## config.mk

```make
export PLATFORM = sky130hd
export DESIGN_NAME = prefetch_queue
export DESIGN_NICKNAME = d
export VERILOG_FILES = /design/src/rtl/prefetch_queue.sv
export SDC_FILE = /design/constraint.sdc
export NUM_CORES = 1
export LEC_CHECK = 0
export ABC_AREA = 0
export CAP_MARGIN = 20
export CORE_ASPECT_RATIO = 0.6
export CORE_MARGIN = 3
export CORE_UTILIZATION = 45
export DETAILED_ROUTE_END_ITERATION = 10
export PLACE_DENSITY = 0.68
export SYNTH_ARGS = -nofsm -noshare
export SYNTH_HDL_FRONTEND = slang
export SYNTH_SLANG_ARGS = --single-unit
```

## constraint.sdc

```tcl
create_clock -name clk -period 9.4 [get_ports clk]
set_clock_uncertainty 0.2 [all_clocks]
set_input_delay 0.94 -clock clk [delete_from_list [all_inputs] [get_ports clk]]
set_output_delay 0.94 -clock clk [all_outputs]
set_load 0.01 [all_outputs]
```

## src/rtl/prefetch_queue.sv

```systemverilog
// rtl/prefetch_queue.sv - byte prefetch queue with one outstanding memory read
// Fetches sequential bytes ahead of the consumer; redirect flushes and restarts fetch.
module prefetch_queue #(
  parameter int                    REG_WIDTH  = 8,
  parameter int                    ADDR_WIDTH = 16,
  parameter int                    DEPTH      = 4,
  parameter logic [ADDR_WIDTH-1:0] RESET_PC   = 16'h0000
) (
  input  logic                      clk,
  input  logic                      reset,
  output logic                      mem_rd,
  output logic [ADDR_WIDTH-1:0]     mem_addr,
  input  logic [REG_WIDTH-1:0]      mem_data,
  input  logic                      mem_ack,
  output logic [REG_WIDTH-1:0]      byte_out,
  output logic [ADDR_WIDTH-1:0]     byte_pc,
  output logic                      byte_valid,
  input  logic                      byte_take,
  input  logic                      redirect,
  input  logic [ADDR_WIDTH-1:0]     redirect_pc,
  output logic [$clog2(DEPTH):0]    count
);

  localparam int PTR_W = $clog2(DEPTH);
  localparam int CNT_W = PTR_W + 1;
  localparam logic [CNT_W-1:0] DEPTH_C = CNT_W'(DEPTH);

  typedef enum logic [1:0] {IDLE, READ, DISCARD} state_t;

  state_t                 state_q, state_d;
  logic                   mem_rd_q, mem_rd_d;
  logic [ADDR_WIDTH-1:0]  mem_addr_q, mem_addr_d;
  logic [ADDR_WIDTH-1:0]  fetch_pc_q, fetch_pc_d;
  logic [ADDR_WIDTH-1:0]  byte_pc_q, byte_pc_d;
  logic [PTR_W-1:0]       head_q, head_d;
  logic [PTR_W-1:0]       tail_q, tail_d;
  logic [CNT_W-1:0]       count_q, count_d;
  logic [REG_WIDTH-1:0]   mem_q [DEPTH];
  logic                   push;
  logic                   pop;

  always_comb begin
    push       = 1'b0;
    pop        = 1'b0;
    state_d    = state_q;
    mem_addr_d = mem_addr_q;
    fetch_pc_d = fetch_pc_q;
    byte_pc_d  = byte_pc_q;
    head_d     = head_q;
    tail_d     = tail_q;
    count_d    = count_q;

    if (redirect) begin
      head_d     = '0;
      tail_d     = '0;
      count_d    = '0;
      fetch_pc_d = redirect_pc;
      byte_pc_d  = redirect_pc;
      // An in-flight read that has not completed must still be drained before refetching.
      if (state_q == IDLE || mem_ack) begin
        state_d    = READ;
        mem_addr_d = redirect_pc;
      end else begin
        state_d = DISCARD;
      end
    end else begin
      pop  = byte_take && (count_q != '0);
      push = (state_q == READ) && mem_ack;
      if (pop) begin
        head_d    = head_q + 1'b1;
        byte_pc_d = byte_pc_q + 1'b1;
      end
      if (push) begin
        tail_d     = tail_q + 1'b1;
        fetch_pc_d = fetch_pc_q + 1'b1;
      end
      count_d = count_q + CNT_W'(push) - CNT_W'(pop);

      case (state_q)
        IDLE: begin
          if (count_q < DEPTH_C) begin
            state_d    = READ;
            mem_addr_d = fetch_pc_q;
          end
        end
        READ: begin
          if (mem_ack) begin
            if (count_d < DEPTH_C) begin
              mem_addr_d = fetch_pc_q + 1'b1;
            end else begin
              state_d = IDLE;
            end
          end
        end
        DISCARD: begin
          if (mem_ack) begin
            state_d    = READ;
            mem_addr_d = fetch_pc_q;
          end
        end
        default: state_d = IDLE;
      endcase
    end

    mem_rd_d = (state_d != IDLE);
  end

  always_ff @(posedge clk or posedge reset) begin
    if (reset) begin
      state_q    <= IDLE;
      mem_rd_q   <= 1'b0;
      mem_addr_q <= RESET_PC;
      fetch_pc_q <= RESET_PC;
      byte_pc_q  <= RESET_PC;
      head_q     <= '0;
      tail_q     <= '0;
      count_q    <= '0;
    end else begin
      state_q    <= state_d;
      mem_rd_q   <= mem_rd_d;
      mem_addr_q <= mem_addr_d;
      fetch_pc_q <= fetch_pc_d;
      byte_pc_q  <= byte_pc_d;
      head_q     <= head_d;
      tail_q     <= tail_d;
      count_q    <= count_d;
    end
  end

  // Storage needs no reset: an empty queue masks byte_out to zero.
  always_ff @(posedge clk) begin
    if (push) begin
      mem_q[tail_q] <= mem_data;
    end
  end

  assign mem_rd     = mem_rd_q;
  assign mem_addr   = mem_addr_q;
  assign byte_pc    = byte_pc_q;
  assign count      = count_q;
  assign byte_valid = (count_q != '0);
  assign byte_out   = byte_valid ? mem_q[head_q] : '0;

endmodule

```

==> summary.txt, run 1 <==
Route
  – Via-per-instance ratio: 5.80
  – Post-DRT Antenna Nets: 0
  – # DRC: 0
  – Routed Wire Length: 12300 um
  – Routed vias: 3655
  – Avg WL per Cell: 19.6 um
  – TritonRoute pass-1 iters: 4
  – Initial DRC Count: around 340

Worst setup path
  – Worst EP required: 9.44 ns
  – Crit Path Max Fanout: 13
  – Setup slack, reg-to-reg: approximately 5.3 ns
  – R2R cell count: 13
  – Reg2reg start: state_q[1]
  – Setup crit end kind: flip-flop
  – CP arrival: roughly 4.2 ns
  – CP Class: in -> reg
  – R2R Path End: mem_addr[14]
  – Worst Setup Start Kind: primary input

Power and ir drop
  – Design Power: 1.52 mW
  – Worst vdd ir: roughly 0.16 mV
  – Leak: 2.19 nW
  – Pwr/cell area: approximately 260 nW/um^2

Worst hold path
  – Hold Path Class: reg -> reg
  – Hold Startpoint: mem_addr[4]
  – Hold endpoint: mem_addr[4]
  – Worst Hold Depth: 2

Yosys
  – Syn Inst Count: between 400 and 500
  – Mean Syn Cell Area: 11.3 um^2
  – Top_reg_cell synth: dfrtp_1
  – Yosys cell types: 56
  – Number of synthesized flops with an enable pin: 32
  – Post-synth net total: 468
  – FF+latch count, synth: 90
  – Syn Std Cell Area: just under 5000 um^2
  – Leading area contributor after synthesis: dfrtp_1
  – Synth top area share: 30.0%
  – Seq/Total Area, Yosys: between 40% and 50%
  – Dominant cells by area after synthesis: dfrtp_1 (30%), edfxtp_1 (20%), xnor2_1 (3.8%)
  – Synth Warn #: 0
  – Ys async rst share: 64.4%

Flow run
  – Max-Cap Viols: 0

Clocking
  – Clk_lat worst skew: 0.35 ns
  – CTS tree: built
  – Total clock sinks: 90
  – Cts hold-fix bufs: 0
  – Num CTS Buffers: 9
  – Reg clk slew, reported paths: 0.06 ns
  – Maximum clock insertion buffer count: 2
  – Post-CTS setup buffers: 0
  – Post-CTS Resized: 0
  – Root buffer cell: clkbuf_16
  – H-tree depth: 3

STA
  – Pins over their slew limit: 0
  – Minimum clock period: 4.16 ns
  – Max-slew headroom: 41.3%
  – FMAX: 241 MHz
  – Fin crit share: 44.2%
  – Setup TNS: 0 ns
  – Final Hold Slack: 0.304 ns
  – Slew at the pin with the worst max-slew slack: 0.866 ns
  – RSZ-0062 raised after global routing: false
  – Worst Setup Slack, final: 5.24 ns
  – Endpoints failing hold: 0
  – Final setup fails: 0

Floorplan
  – Core Area: between 10000 and 15000 um^2
  – Die Ht: about 86 um
  – Initial Utilization: 47.6%
  – Ports: between 70 and 80
  – FP Rows: 28
  – Die area: 12100 um^2
  – Die Wd: 140 um

Final layout
  – # fillers: 844
  – Commonest cells after routing, fill and taps aside: clkdlybuf4s50_1 (72), dfrtp_1 (58), edfxtp_1 (32)
  – Multi-input gate area: 2260 um^2
  – N_diodes: 0
  – Register area: 2410 um^2
  – Layout Cells excl Fill: 630
  – Layout cell share with drive strength beyond 1: a little over 10%
  – Final net count: 532
  – Final core utilization: 58.6%
  – Final instance area: 5950 um^2
  – Area Growth Syn to Fin: 23.2%
  – Most common cell after layout, fill and taps aside: clkdlybuf4s50_1

Placement
  – DP HPWL: 9080 um
  – RePlAce Congestion: 0.848
  – Buffers on Ports: 73
  – Area of placed instances: 5650 um^2
  – Placed Instances: roughly 610
  – Place WS: 4.88 ns

Global routing
  – Largest net degree at the start of global routing: 59
  – Total track usage: about 22%
  – Remaining Overflow, GRT: 0
  – First-pass GRT wire length: about 20000 um
  – Initial antenna violation count: 1
  – Vias in the first global route: 3566

Run status
  – Status: finished, final reports clean
-- logic make-up after synthesis --
kind of cell | after synthesis | share of synthesized area (%)
AND/OR/NAND/NOR | 140 | 16.4
XOR/XNOR | 29 | 5.57
multiplexers | 22 | 6.84
AO/OA/AOI/OAI | 94 | 14.4
adder cells (fa/ha/maj) | 13 | 3.52
flip-flops | 90 | 49.9
buffers and inverters | 38 | 3.31
-- registers in the layout, indices dropped and copies added, names as in the netlist --
name,count
byte_pc,16
count,3
fetch_pc_q,16
head_q,2
mem_addr,16
mem_q,32
mem_rd,1
state_q,2
tail_q,2
-- Yosys cell counts (all sizes together) (13+ instances only) --
library cell,number
xnor2,21
nand2,22
inv,15
edfxtp,32
o21ai,14
nand2b,16
a21boi,22
dfrtp,58
clkbuf,14
nor3,13
a21oi,13
nor2,20
-- worst max-delay path by stage --
stage	slack (ns)	endpoint	depth (start not counted)	startpoint
2_1_floorplan	5.83	mem_addr[13]	13	mem_ack
3_3_place_gp	5.01	mem_addr[13]	12	mem_ack
3_5_place_dp	4.88	mem_addr[13]	12	mem_ack
4_1_cts	5.24	mem_addr[13]	12	mem_ack
5_1_grt	5.06	mem_addr[13]	13	state_q[1]
6_report	5.24	mem_addr[14]	12	mem_ack
-- critical path, stage by stage --
cell	delay [ns]
clkdlybuf4s50_1	0.65
and2_4	0.31
inv_2	0.13
ha_1	0.29
inv_1	0.06
ha_1	0.13
inv_1	0.04
fa_1	0.36
xnor3_2	0.30
a21oi_4	0.13
or3_1	0.48
o41ai_2	0.37
-- cell type report --
class	count	share of cell area, %
flip-flops and latches	90	40.5
multi-input cells	298	37.9
repair buffers	76	12.6
clock buffers	14	4.60
well taps	135	2.84
inverters	15	0.946
clock inverters	2	0.588
-- metal layers --
| metal | track usage [%] | vias to the layer above | share of wire, % |
|---|---|---|---|
| met5 | 0 | - | 0 |
| met2 | 30.4 | 117 | 42 |
| met1 | 32.9 | 1803 | 51 |
| met4 | 6.24 | 0 | 1.4 |
| li1 | - | 1718 | - |
| met3 | 5.57 | 17 | 6.0 |
-- where the power goes --
part	switching (mW)	internal (mW)
registers	0.0843	0.482
logic	0.284	0.303
clock network	0.142	0.227
Note: power is estimated with default switching activity, not from simulation.
==> inputs of run 2 (changes only) <==
==> constraint.sdc (replaced) <==
create_clock -name clk -period 3.89 [get_ports clk]
set_clock_uncertainty 0.2 [all_clocks]
set_input_delay 0.389 -clock clk [delete_from_list [all_inputs] [get_ports clk]]
set_output_delay 0.389 -clock clk [all_outputs]
set_load 0.01 [all_outputs]
==> summary.txt, run 2 (synthesized netlist as in run 1, its figures left out) <==
Final layout
  – Layout cell share with drive strength beyond 1: 11.4%
  – Largest Register: mem_q
  – Final core utilization: 58.7%
  – Commonest cells after routing, fill and taps aside: clkdlybuf4s50_1 (72), dfrtp_1 (58), edfxtp_1 (32)
  – Final net count: 538
  – Most common cell after layout, fill and taps aside: clkdlybuf4s50_1
  – Area Growth Syn to Fin: 23.4%
  – N_diodes: 0
  – Max reg flops: 32
  – Layout Cells excl Fill: about 640

Worst setup path
  – CP arrival: 3.53 ns
  – Setup crit end kind: flip-flop
  – Crit Path Max Fanout: 10
  – Worst EP required: 3.93 ns
  – Reg2reg start: state_q[1]
  – R2R cell count: 13
  – Worst Setup Start Kind: flip-flop
  – CP Class: reg -> reg
  – Setup slack, reg-to-reg: 0.40 ns
  – Worst setup path startpoint: state_q[1]

Worst hold path
  – Worst Hold Depth: 2
  – Hold Path Class: in -> reg
  – Hold Startpoint: redirect

STA
  – Setup TNS: 0 ns
  – FMAX: 287 MHz
  – Pins over their slew limit: 0
  – Slew at the pin with the worst max-slew slack: 0.901 ns
  – Fin crit share: 89.6%
  – Max-slew headroom: 39.0%
  – Final Hold Slack: 0.266 ns
  – Final setup fails: 0
  – Endpoints failing hold: 0
  – Worst Setup Slack, final: 0.403 ns
  – RSZ-0062 raised after global routing: false
  – Minimum clock period: 3.49 ns

Power and ir drop
  – Net Switching: 1.26 mW
  – Internal power: 2.36 mW
  – Sw frac: 34.8%
  – Leak: 2.20 nW
  – Worst vdd ir: 0.364 mV
  – Sequential share of power: 37.6%
  – Clock power frac: 22.3%
  – Pwr/cell area: 607 nW/um^2
  – Comb pwr share: 40.1%

Clocking
  – Num CTS Buffers: 9
  – Total clock sinks: 90
  – Post-CTS Resized: 0
  – Cts hold-fix bufs: 0
  – CTS tree: built
  – Maximum clock insertion buffer count: 2
  – Root buffer cell: clkbuf_16
  – Post-CTS setup buffers: 0
  – H-tree depth: 3
  – Clk_lat worst skew: 0.35 ns
  – Reg clk slew, reported paths: 0.06 ns

Placement
  – Place WS: 0.259 ns
  – Buffers on Ports: between 70 and 80
  – Placed Instances: 620
  – RePlAce Congestion: 0.851
  – DP HPWL: 9300 um

Floorplan
  – Die Wd: 140 um
  – Ports: 74
  – Core Area: 10200 um^2
  – Die Ht: 86.3 um
  – FP Rows: 28
  – Initial Utilization: 47.6%
  – Die area: 12100 um^2

Global routing
  – Total track usage: 21.9%
  – Remaining Overflow, GRT: 0
  – First-pass GRT wire length: 20300 um
  – Vias in the first global route: approximately 3.6k
  – Largest net degree at the start of global routing: 43
  – Initial antenna violation count: 0

Route
  – # DRC: 0
  – Via-per-instance ratio: 5.88
  – Routed Wire Length: approximately 13000 um
  – Post-DRT Antenna Nets: 0
  – Initial DRC Count: 342
  – Avg WL per Cell: 19.7 um
  – TritonRoute pass-1 iters: 5
  – Routed vias: between 3k and 4k

Run status
  – Status: finished, final reports clean

Flow run
  – Max-Cap Viols: 0
## run 2: cell type report
cell class | count | area [um^2]
inverters | 15 | 56.3
well taps | 135 | 169
flip-flops and latches | 90 | 2410
multi-input cells | 298 | 2260
clock buffers | 11 | 243
fillers | 838 | 4200
clock inverters | 5 | 30.0
repair buffers | 82 | 793
## run 2: stage by stage
| stage | instance area [um^2] | total power, mW |
|---|---|---|
| 6_report | 5960 | 3.62 |
| 5_1_grt | 5960 | 3.84 |
| 4_1_cts | 5960 | 3.64 |
| 3_5_place_dp | 5690 | 2.83 |
| 3_3_place_gp | 5690 | 2.79 |
| 2_1_floorplan | 4830 | 2.21 |
## run 2: worst paths after layout
kind,endpoint
hold / removal,count[2]
max in group asynchronous,mem_addr[15]
min in group asynchronous,mem_addr[5]
setup reg to reg,mem_addr[13]
hold reg to reg,mem_addr[7]
setup / recovery,mem_addr[13]
## run 2: power by group through the flow
stage	sequential [mW]	combinational, mW	clock [mW]
final	1.36	1.45	0.807
after detailed placement	1.38	1.45	0
after CTS	1.36	1.46	0.819
after global routing	1.40	1.58	0.859
after floorplan	1.36	0.855	0
after global placement	1.37	1.42	0
## run 2: critical path, cell delays in order, from the launching register on
cell,delay [ns]
dfrtp_1,0.38
inv_1,0.09
ha_1,0.20
and2_4,0.16
inv_2,0.21
ha_1,0.29
inv_1,0.07
ha_1,0.14
inv_1,0.05
fa_1,0.36
xnor3_2,0.28
a21oi_4,0.12
or3_1,0.45
o41ai_2,0.37
## run 2: per-layer routing
metal	part of all wire, %	vias to the layer above	routed length, um	global-route usage (%)
li1	-	1724	-	-
met1	50	1872	6260	34.9
met2	41	133	5180	29.9
met3	7.6	10	957	5.29
met4	0.90	0	112	5.19
met5	0	-	0	0
==> inputs of run 3 (changes only) <==
--- a/config.mk
+++ b/config.mk
@@ -11,6 +11,7 @@
 export CORE_MARGIN = 3
 export CORE_UTILIZATION = 45
 export DETAILED_ROUTE_END_ITERATION = 10
+export MAX_ROUTING_LAYER = met4
 export PLACE_DENSITY = 0.68
 export SYNTH_ARGS = -nofsm -noshare
 export SYNTH_HDL_FRONTEND = slang
==> summary.txt, run 3 (synthesized netlist as in run 1, its figures left out) <==
Final layout
  – N_diodes: 0
  – Largest Register: mem_q
  – Final net count: approximately 540
  – Max reg flops: 32
  – Most common cell after layout, fill and taps aside: clkdlybuf4s50_1
  – Area Growth Syn to Fin: 24.0%
  – Final instance area: 5990 um^2
  – Commonest cells after routing, fill and taps aside: clkdlybuf4s50_1 (72), dfrtp_1 (58), edfxtp_1 (32)
  – Layout cell share with drive strength beyond 1: roughly 11%

Worst setup path
  – CP Class: reg -> reg
  – R2R Path End: mem_addr[13]
  – CP arrival: roughly 3.5 ns
  – R2R cell count: 13
  – Slowest cell on crit path: or3_1
  – Setup crit end kind: flip-flop
  – Crit Path Max Fanout: 10
  – Worst Setup Start Kind: flip-flop
  – Reg2reg start: state_q[1]
  – Worst EP required: 3.93 ns
  – Setup slack, reg-to-reg: 0.47 ns
  – Worst path max stage delay: 0.46 ns
  – Critical-path cell list: inv_1 -> ha_1 -> and2_4 -> inv_2 -> ha_1 -> inv_1 -> ha_1 -> inv_1 -> fa_1 -> xnor3_2 -> a21oi_4 -> or3_1 -> o41ai_2

Route
  – TritonRoute pass-1 iters: 5
  – Routed Wire Length: 12900 um
  – # DRC: 0
  – Routed vias: 3829
  – Avg WL per Cell: 20.2 um
  – Post-DRT Antenna Nets: 0
  – Initial DRC Count: 450
  – Via-per-instance ratio: 6.02

Placement
  – Place WS: 0.263 ns
  – DP HPWL: 9550 um
  – RePlAce Congestion: between 0.8 and 0.9
  – Area of placed instances: 5690 um^2
  – Buffers on Ports: 73

Global routing
  – Largest net degree at the start of global routing: 39
  – Vias in the first global route: 3650
  – Total track usage: 22.9%
  – First-pass GRT wire length: just over 20000 um
  – Remaining Overflow, GRT: 0
  – Initial antenna violation count: 0

Clocking
  – Total clock sinks: 90
  – Maximum clock insertion buffer count: 2
  – Post-CTS Resized: 0
  – H-tree depth: 3
  – Cts hold-fix bufs: 0
  – Root buffer cell: clkbuf_16
  – Post-CTS setup buffers: 0
  – Reg clk slew, reported paths: approximately 0.070 ns
  – Clk_lat worst skew: 0.34 ns
  – Num CTS Buffers: 9
  – CTS tree: built

STA
  – Setup TNS: 0 ns
  – Final setup fails: 0
  – FMAX: 292 MHz
  – Worst Setup Slack, final: ~0.47 ns
  – Minimum clock period: around 3.4 ns
  – Endpoints failing hold: 0
  – Max-slew headroom: 39.2%
  – Fin crit share: 88.0%
  – RSZ-0062 raised after global routing: false
  – Pins over their slew limit: 0
  – Slew at the pin with the worst max-slew slack: 0.897 ns

Run status
  – Status: finished, final reports clean

Floorplan
  – FP Rows: 28
  – Die area: 12100 um^2
  – Core Area: 10200 um^2
  – Die Ht: ~86 um
  – Ports: 74
  – Initial Utilization: 47.6%
  – Die Wd: approximately 140 um

Power and ir drop
  – Pwr/cell area: approximately 620 nW/um^2
  – Worst vdd ir: 0.353 mV
  – Leak: around 2.2 nW

Flow run
  – Max-Cap Viols: 0

Worst hold path
  – Hold Path Class: in -> async
==> run 3: changes by cell type in the layout (fill, tap and decap cells not counted) <==
| cell | previous run | this run |
|---|---|---|
| bufinv_16 | 0 | 1 |
| clkbuf_1 | 1 | 2 |
| clkbuf_8 | 1 | 2 |
| clkinvlp_4 | 1 | 0 |
| clkinv_4 | 1 | 0 |
| clkinv_1 | 1 | 0 |
==> run 3: layer usage <==
layer	up-vias	wire, um	GRT usage (%)
li1	1725	-	-
met4	0	170	4.93
met1	1917	6320	34.8
met2	168	5320	31.1
met3	19	1070	5.62
met5	-	0	-
==> run 3: area by class of cell <==
type,instances,area (um^2)
multi-input cells,298,2260
flip-flops and latches,90,2410
inverters,15,56.3
repair buffers,82,793
fillers,854,4170
clock inverters,3,40.0
well taps,135,169
clock buffers,13,260
==> run 3: report_power, final <==
part	leakage [nW]	switching, mW	internal (mW)
registers	0.960	0.202	1.16
logic	1.11	0.710	0.750
clock network	0.150	0.357	0.532
total	2.22	1.27	2.45
==> run 3: worst max path at each step <==
stage / from / endpoint / cells past startpoint
2_1_floorplan: count[2] / mem_addr[13] / 12
3_3_place_gp: mem_ack / mem_addr[8] / 12
3_5_place_dp: mem_ack / mem_addr[5] / 12
4_1_cts: state_q[1] / mem_addr[5] / 13
5_1_grt: state_q[1] / mem_addr[5] / 13
6_report: state_q[1] / mem_addr[13] / 13
==> run 3: worst max-delay path: cells and delay by family (launching register included) <==
kind | cells | cell delay, ns
buffers and inverters | 4 | 0.37
adder cells (fa/ha/maj) | 4 | 0.96
AO/OA/AOI/OAI | 2 | 0.51
AND/OR/NAND/NOR | 2 | 0.62
XOR/XNOR | 1 | 0.28
flip-flops | 1 | 0.38
==> run 3: through the flow <==
step	std cells	util (%)	hold WS, ns	total power [mW]
floorplan	426	-	0.288	2.21
global placement	620	56.0	0.292	2.79
detailed placement	620	56.0	0.296	2.84
CTS	636	59.0	0.227	3.73
global route	636	59.0	0.272	3.93
finish	636	59.0	0.220	3.71
